## config.mk

```make
export PLATFORM = sky130hd
export DESIGN_NAME = washer_control_panel
export DESIGN_NICKNAME = d
export VERILOG_FILES = /design/src/rtl/washer_control_panel.sv
export SDC_FILE = /design/constraint.sdc
export NUM_CORES = 1
export LEC_CHECK = 0
export ABC_AREA = 0
export BUFFER_PORTS_ARGS = -buffer_cell sky130_fd_sc_hd__buf_2
export CAP_MARGIN = 20
export CORE_MARGIN = 2
export CORE_UTILIZATION = 59
export CTS_BUF_LIST = sky130_fd_sc_hd__clkbuf_8
export DETAILED_ROUTE_END_ITERATION = 6
export GPL_ROUTABILITY_DRIVEN = 0
export GPL_TIMING_DRIVEN = 0
export MAX_ROUTING_LAYER = met4
export PLACE_DENSITY = 0.88
export SLEW_MARGIN = 20
export SYNTH_ARGS = -nofsm -noshare
export SYNTH_HDL_FRONTEND = slang
export SYNTH_SLANG_ARGS = --single-unit
```

## constraint.sdc

```tcl
create_clock -name clk -period 2.05 [get_ports clk]
set_clock_uncertainty 0.15 [all_clocks]
set_input_delay 0.1025 -clock clk [delete_from_list [all_inputs] [get_ports clk]]
set_output_delay 0.1025 -clock clk [all_outputs]
set_load 0.02 [all_outputs]
```

## src/rtl/washer_control_panel.sv

```systemverilog
// Washing-machine front panel: synchronises and debounces the buttons and switches,
// latches program options for a whole cycle and runs the start/done launch handshake.
module washer_control_panel #(
  parameter int DEBOUNCE_CYCLES = 4,
  parameter int LAUNCH_TIMEOUT  = 8,
  parameter int BEEP_CYCLES     = 10
) (
  input  logic clk,
  input  logic rst_n,
  input  logic btn_start,
  input  logic btn_pause,
  input  logic sw_double,
  input  logic sw_dry,
  input  logic done,
  output logic start,
  output logic double_wash,
  output logic dry_wash,
  output logic time_pause,
  output logic door_lock,
  output logic finish_beep,
  output logic fault
);

  localparam int NIN  = 4;
  localparam int CW   = (DEBOUNCE_CYCLES > 1) ? $clog2(DEBOUNCE_CYCLES) : 1;
  localparam int TMAX = (LAUNCH_TIMEOUT > BEEP_CYCLES) ? LAUNCH_TIMEOUT : BEEP_CYCLES;
  localparam int TW   = $clog2(TMAX + 1);

  localparam logic [CW-1:0] DEB_LAST    = CW'(DEBOUNCE_CYCLES - 1);
  localparam logic [TW-1:0] LAUNCH_LAST = TW'(LAUNCH_TIMEOUT - 1);
  localparam logic [TW-1:0] BEEP_LAST   = TW'(BEEP_CYCLES - 1);

  typedef enum logic [2:0] {
    IDLE   = 3'd0,
    LAUNCH = 3'd1,
    RUN    = 3'd2,
    PAUSED = 3'd3,
    FINISH = 3'd4,
    FAULT  = 3'd5
  } state_e;

  // Bit order of the input vectors: 0 start, 1 pause, 2 double, 3 dry.
  logic [NIN-1:0] raw_s;
  logic [NIN-1:0] sync1_q;
  logic [NIN-1:0] sync2_q;
  logic [NIN-1:0] deb_q;
  logic [NIN-1:0] deb_d;
  logic [CW-1:0]  cnt_q [NIN];
  logic [CW-1:0]  cnt_d [NIN];
  logic [1:0]     deb_prev_q;
  logic           press_start_s;
  logic           press_pause_s;

  state_e         state_q;
  state_e         state_d;
  logic [TW-1:0]  timer_q;
  logic [TW-1:0]  timer_d;
  logic           double_q;
  logic           double_d;
  logic           dry_q;
  logic           dry_d;
  logic           start_q;
  logic           start_d;
  logic           pause_q;
  logic           pause_d;
  logic           lock_q;
  logic           lock_d;
  logic           beep_q;
  logic           beep_d;
  logic           fault_q;
  logic           fault_d;

  assign raw_s = {sw_dry, sw_double, btn_pause, btn_start};

  // Debounce: count consecutive synced cycles that disagree with the debounced value.
  always_comb begin
    for (int i = 0; i < NIN; i++) begin
      deb_d[i] = deb_q[i];
      cnt_d[i] = '0;
      if (sync2_q[i] == deb_q[i]) begin
        cnt_d[i] = '0;
      end else if (cnt_q[i] == DEB_LAST) begin
        deb_d[i] = ~deb_q[i];
        cnt_d[i] = '0;
      end else begin
        cnt_d[i] = cnt_q[i] + CW'(1);
      end
    end
  end

  // Synchroniser, debounce state and button edge history.
  always_ff @(posedge clk) begin
    if (!rst_n) begin
      sync1_q    <= '0;
      sync2_q    <= '0;
      deb_q      <= '0;
      deb_prev_q <= '0;
      for (int i = 0; i < NIN; i++) begin
        cnt_q[i] <= '0;
      end
    end else begin
      sync1_q    <= raw_s;
      sync2_q    <= sync1_q;
      deb_q      <= deb_d;
      deb_prev_q <= deb_q[1:0];
      for (int i = 0; i < NIN; i++) begin
        cnt_q[i] <= cnt_d[i];
      end
    end
  end

  assign press_start_s = deb_q[0] & ~deb_prev_q[0];
  assign press_pause_s = deb_q[1] & ~deb_prev_q[1];

  // State, shared timer, latched options and registered outputs.
  always_ff @(posedge clk) begin
    if (!rst_n) begin
      state_q  <= IDLE;
      timer_q  <= '0;
      double_q <= 1'b0;
      dry_q    <= 1'b0;
      start_q  <= 1'b0;
      pause_q  <= 1'b0;
      lock_q   <= 1'b0;
      beep_q   <= 1'b0;
      fault_q  <= 1'b0;
    end else begin
      state_q  <= state_d;
      timer_q  <= timer_d;
      double_q <= double_d;
      dry_q    <= dry_d;
      start_q  <= start_d;
      pause_q  <= pause_d;
      lock_q   <= lock_d;
      beep_q   <= beep_d;
      fault_q  <= fault_d;
    end
  end

  // Next-state logic; done outranks a same-cycle pause press.
  always_comb begin
    state_d = state_q;
    case (state_q)
      IDLE: begin
        if (press_start_s) begin
          state_d = LAUNCH;
        end else begin
          state_d = IDLE;
        end
      end
      LAUNCH: begin
        if (!done) begin
          state_d = RUN;
        end else if (timer_q == LAUNCH_LAST) begin
          state_d = FAULT;
        end else begin
          state_d = LAUNCH;
        end
      end
      RUN: begin
        if (done) begin
          state_d = FINISH;
        end else if (press_pause_s) begin
          state_d = PAUSED;
        end else begin
          state_d = RUN;
        end
      end
      PAUSED: begin
        if (done) begin
          state_d = FINISH;
        end else if (press_pause_s) begin
          state_d = RUN;
        end else begin
          state_d = PAUSED;
        end
      end
      FINISH: begin
        if (timer_q == BEEP_LAST) begin
          state_d = IDLE;
        end else begin
          state_d = FINISH;
        end
      end
      FAULT: begin
        if (press_start_s) begin
          state_d = IDLE;
        end else begin
          state_d = FAULT;
        end
      end
      default: begin
        state_d = IDLE;
      end
    endcase
  end

  // Timer runs only while staying in LAUNCH or FINISH; it restarts from zero on entry.
  always_comb begin
    timer_d = '0;
    if ((state_d == state_q) && ((state_q == LAUNCH) || (state_q == FINISH))) begin
      timer_d = timer_q + TW'(1);
    end else begin
      timer_d = '0;
    end
  end

  // Options follow the switches only while idle, frozen for the rest of the cycle.
  always_comb begin
    double_d = double_q;
    dry_d    = dry_q;
    if (state_d == IDLE) begin
      double_d = deb_q[2];
      dry_d    = deb_q[3];
    end else begin
      double_d = double_q;
      dry_d    = dry_q;
    end
  end

  // Moore outputs decoded from the upcoming state.
  always_comb begin
    start_d = 1'b0;
    pause_d = 1'b0;
    lock_d  = 1'b0;
    beep_d  = 1'b0;
    fault_d = 1'b0;
    case (state_d)
      IDLE: begin
        start_d = 1'b0;
      end
      LAUNCH: begin
        start_d = 1'b1;
        lock_d  = 1'b1;
      end
      RUN: begin
        lock_d = 1'b1;
      end
      PAUSED: begin
        pause_d = 1'b1;
        lock_d  = 1'b1;
      end
      FINISH: begin
        beep_d = 1'b1;
      end
      FAULT: begin
        fault_d = 1'b1;
      end
      default: begin
        start_d = 1'b0;
      end
    endcase
  end

  assign start       = start_q;
  assign double_wash = double_q;
  assign dry_wash    = dry_q;
  assign time_pause  = pause_q;
  assign door_lock   = lock_q;
  assign finish_beep = beep_q;
  assign fault       = fault_q;

endmodule

```

### After elaboration in Yosys (flattened, before gate mapping)

Memories as Yosys holds them, arrays and structs flattened.
Cells that the tools add are included.
W data, S select, Z words.

| cells by class | value |
|---|---|
| add/subtract/negate cells | 5 |
| equal/unequal tests | 21 |
| muxes and demuxes | 29 |
| bitwise operators | 16 |
| reduce and logical (&&, ||, !) cells | 10 |

Operators by type and width:

| kind | number |
|---|---|
| $mux W2 | 12 |
| $mux W3 | 6 |
| $pmux W3 S6 | 1 |
| $eq A3 B2 Y1 const B | 4 |
| $eq A3 B3 Y1 const B | 4 |
| $mux W1 | 10 |
| $not A1 Y1 | 10 |
| $reduce_and A2 Y1 | 5 |
| $add A2 B1 Y2 const B | 4 |
| $eq A2 B2 Y1 const B | 4 |
| $eq A3 B1 Y1 const B | 2 |
| $logic_not A3 Y1 | 2 |
| $add A4 B1 Y4 const B | 1 |
| $eq A1 B1 Y1 | 4 |
| $eq A4 B3 Y1 const B | 1 |
| $eq A4 B4 Y1 const B | 1 |
| $or A1 B1 Y1 | 4 |
| $eq A3 B3 Y1 | 1 |
| $reduce_or A3 Y1 | 1 |
| $and A1 B1 Y1 | 2 |
| $logic_and A1 B1 Y1 | 1 |
| $logic_or A1 B1 Y1 | 1 |

| word-level totals | value |
|---|---|
| register bits after elaboration | 28 |
| bits in writable memories | 8 |
| input port bits | 7 |
| word-level logic and storage cells | 98 |
| memories | 1 |

Memories:

| memory | words | width | rd ports | clocked after Yosys merged registers in | wr ports | line | source |
|---|---|---|---|---|---|---|---|
| cnt_q | 4 | 2 | 4 | 0 | 4 | 48 | `logic [CW-1:0] cnt_q [NIN];` |

### Longest topological paths before layout

Gate-level depths: netlist (run 1).

| depth | value |
|---|---|
| depth after elaboration | 8 |
| mapped depth | 6 |
| gate-level depth less buffers | 6 |

### Least setup slack after synthesis (run 1)

No wires, ideal clock.

| path | value |
|---|---|
| path type | register to register |
| start point | reg timer_q[0] |
| end point | reg timer_q[2] |
| setup time | 0.064 ns |
| arrival | 1.459 ns |
| setup slack | 0.377 ns |
| cell stages (with the launch flop) | 7 |
| buffers on the path | 0 |
| cells stage by stage | dfxtp_1 ha_1 nand4b_1 o22ai_1 or3b_1 a211o_1 nor2_1 |

| on the way | value |
|---|---|
| cells in the longest elaborated chain, start to end | 7 |
| elaborated cells on any way between the ends | 10 |
| classes of those cells | 1 x add/sub; 3 x eq/ne; 4 x mux; 2 x reduce/logical |

Ends and longest elaborated chain:

| element | line | source |
|---|---|---|
| from (decl) | 56 | `logic [TW-1:0] timer_q;` |
| from (signal assigned) | 129 | `timer_q <= timer_d;` |
| $eq A4 B3 Y1 | 154 | `end else if (timer_q == LAUNCH_LAST) begin` |
| $mux W3 | 154 |  |
| $mux W3 | 152 | `if (!done) begin` |
| $pmux W3 S6 | 143 | `case (state_q)` |
| $eq A3 B3 Y1 | 201 | `if ((state_d == state_q) && ((state_q == LAUNCH) \|\| (state_q == FINISH))) begin` |
| $logic_and A1 B1 Y1 | 201 |  |
| $reduce_and A2 Y1 (no line) | - |  |

Parallel ways exist; a longest one is shown, timed or not.
A chain may end at the register's enable or synchronous reset.

### Final worst setup path (run 1)

| path | value |
|---|---|
| start point | reg timer_q[0] |
| end point | reg dry_q, in the netlist dry_wash |

| on the way | value |
|---|---|
| cells in the longest elaborated chain, start to end | 5 |
| elaborated cells on any way between the ends | 7 |
| classes of those cells | 2 x eq/ne; 4 x mux; 1 x reduce/logical |

Ends and longest elaborated chain:

| element | line | source |
|---|---|---|
| $eq A4 B3 Y1 | 154 |  |
| $mux W3 | 154 |  |
| $mux W3 | 152 |  |
| $pmux W3 S6 (*) | 143 |  |
| $logic_not A3 Y1 (*) | 212 | `if (state_d == IDLE) begin` |
| to (signal assigned) | 131 | `dry_q <= dry_d;` |
| to (decl) | 60 | `logic dry_q;` |

Mark *: on every way between the ends. The rest lies on a longest branch, timed or not.

==> results of run 1 <==
==> cell type report <==
type,instances,area share
Multi-Input combinational cell,82,0.364
Clock inverter,2,0.00483
Tap cell,28,0.0225
Buffer,4,0.0121
Timing Repair Buffer,17,0.0676
Clock buffer,6,0.0531
Sequential cell,36,0.463
Inverter,5,0.0121
==> synth_stat cells <==
cell type  count  area [µm²]
a211o_1        1        8.76
a221oi_1       1        8.76
a22oi_1        1        7.51
and2_1        11        68.8
and3_1         2        12.5
and4b_1        1        10.0
buf_4          1        7.51
clkbuf_1       3        11.3
dfxtp_1       36         721
ha_1           6        75.1
inv_1          5        18.8
mux2i_1        6        60.1
nand2_1        9        33.8
nand2b_1       2        12.5
nand3_1        1        5.00
nand3b_1       1        7.51
nand4b_1       1        8.76
nor2_1        13        48.8
nor2b_1        2        12.5
nor3_1         1        5.00
nor3b_1        1        7.51
nor4_1         3        18.8
nor4b_1        4        35.0
o2111ai_1      1        8.76
o21ai_0        2        10.0
o21bai_1       1        7.51
o22ai_1        1        6.26
o31a_1         1        8.76
or3b_1         2        17.5
xnor2_1        5        43.8
xor2_1         2        17.5
==> worst min-delay path, delay by kind of cell <==
| kind | cells | cell delay [ps] |
|---|---|---|
| buffers and inverters | 2 | 230 |
| and+or+nand+nor | 1 | 70 |
==> path summary, 6_finish.rpt <==
kind              cells past startpoint                    from                     end  slack [ps]
setup / recovery                      6   timer_q[0]$_SDFF_PN0_   dry_wash$_SDFFE_PN0N_         220
hold / removal                        3                   rst_n  cnt_q[3][1]$_SDFF_PP0_          20
setup reg to reg                      6   timer_q[0]$_SDFF_PN0_   dry_wash$_SDFFE_PN0N_         220
hold reg to reg                       1  cnt_q[2][0]$_SDFF_PP0_  cnt_q[2][0]$_SDFF_PP0_         280
==> report_power, final <==
group | total [mW] | internal [mW] | switching [mW] | leakage (nW)
clock network | 0.486 | 0.264 | 0.222 | 0.0538
registers | 0.726 | 0.716 | 0.0104 | 0.292
logic | 0.0823 | 0.0382 | 0.0441 | 0.322
==> cells in the final DEF (no fill, tap or decap), drive strengths merged, types with 2 or more instances in the layout <==
master	count
o21ai	2
ha	6
buf	14
nand2b	2
inv	7
xor2	2
and2	11
dfxtp	36
nor2b	2
mux2i	6
clkbuf	9
nor4	3
xnor2	5
dlygate4sd3	4
nor2	13
nor4b	4
nand2	9
or3b	2
and3	2
==> sequential cells by signal (all words and copies together), names as in the netlist <==
| register | count |
|---|---|
| cnt_q | 8 |
| deb_q | 4 |
| sync1_q | 4 |
| sync2_q | 4 |
| timer_q | 4 |
| state_q | 3 |
| deb_prev_q | 2 |
| door_lock | 1 |
| double_wash | 1 |
| dry_wash | 1 |
| fault | 1 |
| finish_beep | 1 |
| start | 1 |
| time_pause | 1 |
==> routing by layer <==
| metal | part of all wire | track usage | vias up |
|---|---|---|---|
| met2 | 0.54 | 0.353 | 18 |
| met4 | 0.010 | 0.105 | 0 |
| met3 | 0.035 | 0.0789 | 2 |
| li1 | - | - | 478 |
| met1 | 0.42 | 0.211 | 457 |
| met5 | 0 | - | - |
==> logic make-up (layout without fill, tap and decap cells) <==
family / after synthesis / after routing / share of synthesized area
adder cells (fa/ha/maj): 6 / 6 / 0.0567
multiplexers: 6 / 6 / 0.0453
flip-flops: 36 / 36 / 0.544
AO/OA/AOI/OAI: 9 / 9 / 0.0501
AND/OR/NAND/NOR: 54 / 54 / 0.229
buffers and inverters: 9 / 34 / 0.0283
XOR/XNOR: 7 / 7 / 0.0463
==> per-stage QoR <==
stage | utilization | setup slack [ps] | total power [mW] | std cells | cell area [µm²]
2_1_floorplan | - | 377 | 0.795 | 127 | 1330
3_3_place_gp | 0.657 | 265 | 0.814 | 168 | 1430
3_5_place_dp | 0.657 | 221 | 0.819 | 168 | 1430
4_1_cts | 0.717 | 188 | 1.31 | 180 | 1560
5_1_grt | 0.717 | 81.8 | 1.35 | 180 | 1560
6_report | 0.717 | 215 | 1.29 | 180 | 1560
==> results.cfg, run 1 <==
[cells_and_area]
drive_gt1_frac = 0.132
diodes = 0
fillers = 174
area_growth_pct = 17.4
regArea_um2 = 721
finalNetCount = 164
multiInputGateArea_um2 = 567

[route]
drc = 0
wl_um = 2290
drt_iter0_markers = 23
viasPerCell = 5.31
postRouteAntennaNets = 0
wl_per_cell_um = 12.7
vias = 955
firstDrtPassIters = 4

[worst_setup_path]
cp-start-kind = flop
critPathMaxStageDelay_ps = 360
cp_cell_sequence = ha_1, nand4b_1, o22ai_1, o31a_1, nor2_1, mux2i_1
criticalPathCategory = reg -> reg
arrival_ps = 1890
path_buf_inv = 0
slowest_stage = o31a_1
path_max_fanout = 6
cp-end-kind = flop
critPathTopFamily = compound AO/OA/AOI/OAI gates
critical_path_required_ps = 2100

[pwr]
p_per_area_nw_per_um2 = 832
ir_worst_vdd_v = 0.000739
leakage_nw = 0.668

[synth]
synthCells = 127
synth_sequential_area_ratio = 0.544
syn_nets = 140
synth.ff_latch_count = 36
syn_avg_cell_area_um2 = 10.4
ys_types = 31
yosysWarnings = 0
synthesis.area_um2 = 1330

[sta]
drv_slew = 0
rsz0062_at_grt = no
finalCritPeriodShare = 0.895
finalHoldViolCount = 0
hold_slack_ps = 20.6
tightest_slew_ps = 490
final.min_clock_period_ps = 1830
timing.fmax_mhz = 545
slew_headroom = 0.670
setup_viol = 0
setup-tns-final_ps = 0

[global_route]
grt_remaining_overflow = 0
grt_start_max_net_pins = 11
grt_usage = 0.209
antenna_found_initial = 0
grt_pass1_wl_um = 3840
grt_pass1_vias = 937

[die]
initial_core_util = 0.611
die_x_um = 51.4
core-area_um2 = 2170
io-pin-count = 14
die_area_um2 = 2640
num_rows = 17
die_h_um = 51.4

[cts]
numClockSinks = 36
post_cts_buffers = 0
clockBufferDepth = 2
cts_resized = 0
clock_latency_ps = 280
cts_tree = yes
ctsHoldBuffers = 4
htree_num_levels = 2
cts_buffers = 5
clkTransAtPathRegs_ps = 60
clockRootBuffer = clkbuf_8

[flow_run]
cap_violations = 0

[placement]
hpwl_um = 1600
port_buffers = 13

[run_status]
outcome = completed

[hold_path]
hold_class = in -> reg
Note: power is estimated with default switching activity, not from simulation.
==> run 2: changes to the inputs <==
Settings changed: CORE_UTILIZATION 59 to 55, CTS_BUF_LIST sky130_fd_sc_hd__clkbuf_8 to unset, PLACE_DENSITY 0.88 to 0.83.
==> run 2 against run 1 <==
Effect of this change: fmax is 1.7% higher; cell count stayed put; critical path depth stayed put; clock power is 15% lower; worst setup slack better by 31 ps; flip-flop and latch count stayed put; first-iteration DRC count is 39% lower; total power is 5.5% lower; core utilization is 3.4 points lower; sequential share of layout area is 0.45 points higher; critical endpoint is now timer_q[2]$_SDFF_PN0_; largest cell class unchanged; largest power group unchanged.
==> results.cfg, run 2 (synthesis gave the netlist of run 1 again) <==
[cts]
htree_num_levels = 2
clockRootBuffer = clkbuf_4
cts_resized = 0
clock_latency_ps = 330
cts_buffers = 5
cts_tree = yes
clkTransAtPathRegs_ps = 100
clockBufferDepth = 2
numClockSinks = 36

[global_route]
grt_usage = 0.209
grt_pass1_wl_um = 4000
antenna_found_initial = 0
grt_remaining_overflow = 0
grt_pass1_vias = 976
grt_start_max_net_pins = 11

[worst_setup_path]
slowest_stage = or3b_1
cp-start-kind = flop
path_buf_inv = 0
critPathMaxStageDelay_ps = 380
criticalPathCategory = reg -> reg
arrival_ps = 1930
critPathTopFamily = simple AND/OR/NAND/NOR gates
r2r_slack_ps = 250
cp-end-kind = flop
critical_path_required_ps = 2170
path_max_fanout = 4
cp_cell_sequence = ha_1, nand4b_1, o22ai_1, or3b_1, a211o_1, nor2_1

[cells_and_area]
fillers = 195
top_register = cnt_q
final_common_cell = dfxtp_1
finalNetCount = 165
area_growth_pct = 16.2
final_core_util = 0.683
layout_common_cells = 36 x dfxtp_1, 13 x nor2_1, 13 x buf_2
fin_area_um2 = 1540
drive_gt1_frac = 0.138
largest_reg_flops = 8
diodes = 0
stdcell_count = 180

[flow_run]
cap_violations = 0

[die]
io-pin-count = 14
num_rows = 17
die_area_um2 = 2820
die_h_um = 53.1
initial_core_util = 0.588
die_x_um = 53.1
core-area_um2 = 2250

[pwr]
power_mw = 1.22
p_sw_mw = 0.274
switching_share = 0.224
p_clk_frac = 0.338
power.share.sequential = 0.593
power.share.combinational = 0.069
intPower_mw = 0.949
leakage_nw = 0.656
p_per_area_nw_per_um2 = 794
ir_worst_vdd_v = 0.000615

[placement]
hpwl_um = 1690
dpl.cell_count = 168
preCtsSetupSlack_ps = 268
placed_area_um2 = 1430
port_buffers = 13

[sta]
slew_headroom = 0.685
setup-tns-final_ps = 0
finalCritPeriodShare = 0.880
timing.fmax_mhz = 555
finalHoldViolCount = 0
setup_ws_ps = 247
rsz0062_at_grt = no
tightest_slew_ps = 467
final.min_clock_period_ps = 1800
setup_viol = 0
hold_slack_ps = 62.3
drv_slew = 0

[run_status]
outcome = completed

[route]
wl_per_cell_um = 12.8
wl_um = 2310
firstDrtPassIters = 4
drc = 0
viasPerCell = 5.28
vias = 950
postRouteAntennaNets = 0
drt_iter0_markers = 14

[hold_path]
hold_class = in -> reg
## run 2: cell count changes in the layout (fill, tap and decap cells not counted), sizes merged
cell         change
clkbuf           +1
inv              -2
dlygate4sd3      +1
## run 2: worst register-to-register path, delay by kind of cell (launching register included)
kind | cells | cell delay (ps)
adder cells (fa/ha/maj) | 1 | 230
AND/OR/NAND/NOR | 3 | 590
AO/OA/AOI/OAI | 2 | 430
flip-flops | 1 | 350
## run 2: final timing paths
path / start / endpoint / depth (start not counted)
worst max-delay path: timer_q[0]$_SDFF_PN0_ / timer_q[2]$_SDFF_PN0_ / 6
worst min-delay path: done / state_q[1]$_SDFF_PN0_ / 4
worst max register to register: timer_q[0]$_SDFF_PN0_ / timer_q[2]$_SDFF_PN0_ / 6
worst min register to register: cnt_q[0][0]$_SDFF_PP0_ / cnt_q[0][0]$_SDFF_PP0_ / 1
## run 2: cell type report
class / count / area [µm²] / share of cell area
flip-flops and latches: 36 / 721 / 0.468
well taps: 28 / 35.0 / 0.0227
plain buffers: 4 / 18.8 / 0.0122
repair buffers: 18 / 115 / 0.0747
inverters: 5 / 18.8 / 0.0122
multi-input cells: 82 / 567 / 0.368
clock buffers: 7 / 65.1 / 0.0422
## run 2: what timing repair did
action                    CTS  global route
hold endpoints to repair    6             0
hold buffers                5             0
buffers inserted            0             0
## run 2: power groups by stage
stage | clock (mW) | combinational [mW] | sequential, mW
CTS | 0.428 | 0.0846 | 0.725
finish | 0.414 | 0.0841 | 0.725
floorplan | 0 | 0.0522 | 0.743
global placement | 0 | 0.0726 | 0.740
detailed placement | 0 | 0.0773 | 0.742
global route | 0.451 | 0.0948 | 0.728
## run 2: metal layers
metal | share of wire | wire length, µm | global-route usage
met1 | 0.39 | 911 | 0.204
met2 | 0.54 | 1250 | 0.371
met3 | 0.045 | 103 | 0.0847
met4 | 0.021 | 48 | 0.0769
met5 | 0 | 0 | -
==> run 3: changes to the inputs <==
Settings changed: CORE_UTILIZATION 55 to 60, PLACE_DENSITY 0.83 to 0.89.
Clock period 2.05 ns to 2.2 ns, I/O delays scaled along.
==> run 3 against run 2 <==
Effect of this change: flip-flop and latch count stayed put; sequential share of layout area is 0.89 points lower; non-clock buffer count unchanged; global-route usage rose by 0.26 points; register-to-register slack improved by 130 ps; total power increased by 3.5%; clock-buffer cell count did not move; critical path depth is the same; critical path type unchanged; critical endpoint is now timer_q[3]$_SDFF_PN0_.
==> results.cfg, run 3 (synthesis gave the netlist of run 1 again) <==
[run_status]
outcome = completed

[worst_setup_path]
critical_path_required_ps = 2330
arrival_ps = 1950
cp-end-kind = flop
r2r-start = timer_q[0]$_SDFF_PN0_
crit_start = timer_q[0]$_SDFF_PN0_
path_max_fanout = 4
cp-start-kind = flop
criticalPathCategory = reg -> reg
reg2reg_depth = 6

[global_route]
grt_remaining_overflow = 0
antenna_found_initial = 0
grt_start_max_net_pins = 12
grt_usage = 0.211
grt_pass1_vias = 993
grt_pass1_wl_um = 3930

[cts]
clockBufferDepth = 2
numClockSinks = 36
clkTransAtPathRegs_ps = 100
clock_latency_ps = 340
cts_resized = 0
cts_tree = yes
post_cts_buffers = 0
htree_num_levels = 2
clockRootBuffer = clkbuf_4
ctsHoldBuffers = 5
cts_buffers = 5

[route]
firstDrtPassIters = 4
drc = 0
wl_um = 2200
vias = 952
drt_iter0_markers = 17
wl_per_cell_um = 12.1
postRouteAntennaNets = 0
viasPerCell = 5.26

[pwr]
power.share.sequential = 0.534
p_clk_frac = 0.405
ir_worst_vdd_v = 0.000589
leakage_nw = 0.670
p_sw_mw = 0.260
p_per_area_nw_per_um2 = 806
switching_share = 0.206
power.share.combinational = 0.061
intPower_mw = 1.01

[cells_and_area]
drive_gt1_frac = 0.144
finalNetCount = 165
largest_reg_flops = 8
area_growth_pct = 18.5
fin_area_um2 = 1570
top_register = cnt_q
diodes = 0
final_common_cell = dfxtp_1
layout_common_cells = 36 x dfxtp_1, 13 x nor2_1, 13 x buf_2

[placement]
hpwl_um = 1480
preCtsSetupSlack_ps = 401
placed_area_um2 = 1430
port_buffers = 13

[flow_run]
cap_violations = 0

[sta]
setup-tns-final_ps = 0
finalCritPeriodShare = 0.829
slew_headroom = 0.645
drv_slew = 0
setup_ws_ps = 375
timing.fmax_mhz = 548
rsz0062_at_grt = no
final.min_clock_period_ps = 1820
finalHoldViolCount = 0
tightest_slew_ps = 527
hold_slack_ps = 85.1
setup_viol = 0

[die]
core-area_um2 = 2150
die_area_um2 = 2600
initial_core_util = 0.617
die_h_um = 51.0
die_x_um = 51.0
io-pin-count = 14
num_rows = 17

[hold_path]
min_path_cells = 4
hold_class = in -> reg
holdCritStartpoint = done
==> run 3: area by class of cell <==
class | instances | area, µm²
sequential | 36 | 721
fill | 168 | 578
multi-input combinational | 82 | 567
timing repair buffer | 18 | 115
clock buffer | 7 | 65.1
tap | 28 | 35.0
clock inverter | 1 | 30.0
buffer | 4 | 18.8
inverter | 5 | 18.8
==> run 3: path summary, 6_finish.rpt <==
check	end	slack (ps)
min	state_q[1]$_SDFF_PN0_	90
max reg2reg	timer_q[3]$_SDFF_PN0_	380
min reg2reg	cnt_q[2][0]$_SDFF_PP0_	280
max	timer_q[3]$_SDFF_PN0_	380
==> run 3: worst max-delay path, stage by stage, from the launching register on <==
cell and delay [ps]:
dfxtp_1 350, ha_1 240, nand4b_1 100, o22ai_1 120, or3b_1 400, a211o_1 310, nor2_1 110
==> run 3: power groups by stage <==
| stage | clock network, mW | registers (mW) | logic [mW] |
|---|---|---|---|
| after global routing | 0.548 | 0.678 | 0.0868 |
| after CTS | 0.519 | 0.676 | 0.0775 |
| final | 0.513 | 0.676 | 0.0770 |
| after detailed placement | 0 | 0.691 | 0.0702 |
| after global placement | 0 | 0.690 | 0.0679 |
| after floorplan | 0 | 0.692 | 0.0486 |
==> run 3: per-stage QoR <==
step           total power [mW]  utilization  instances
3_5_place_dp              0.761        0.663        168
4_1_cts                    1.27        0.731        181
2_1_floorplan             0.741            -        127
3_3_place_gp              0.758        0.663        168
5_1_grt                    1.31        0.731        181
6_report                   1.27        0.731        181
==> run 3: layer usage <==
| metal | track usage | wire length (µm) | share of wire | up-vias |
|---|---|---|---|---|
| met5 | - | 0 | 0 | - |
| met4 | 0.122 | 33 | 0.015 | 0 |
| met3 | 0.0877 | 113 | 0.051 | 5 |
| met2 | 0.335 | 1110 | 0.51 | 21 |
| met1 | 0.221 | 938 | 0.43 | 444 |
| li1 | - | - | - | 482 |
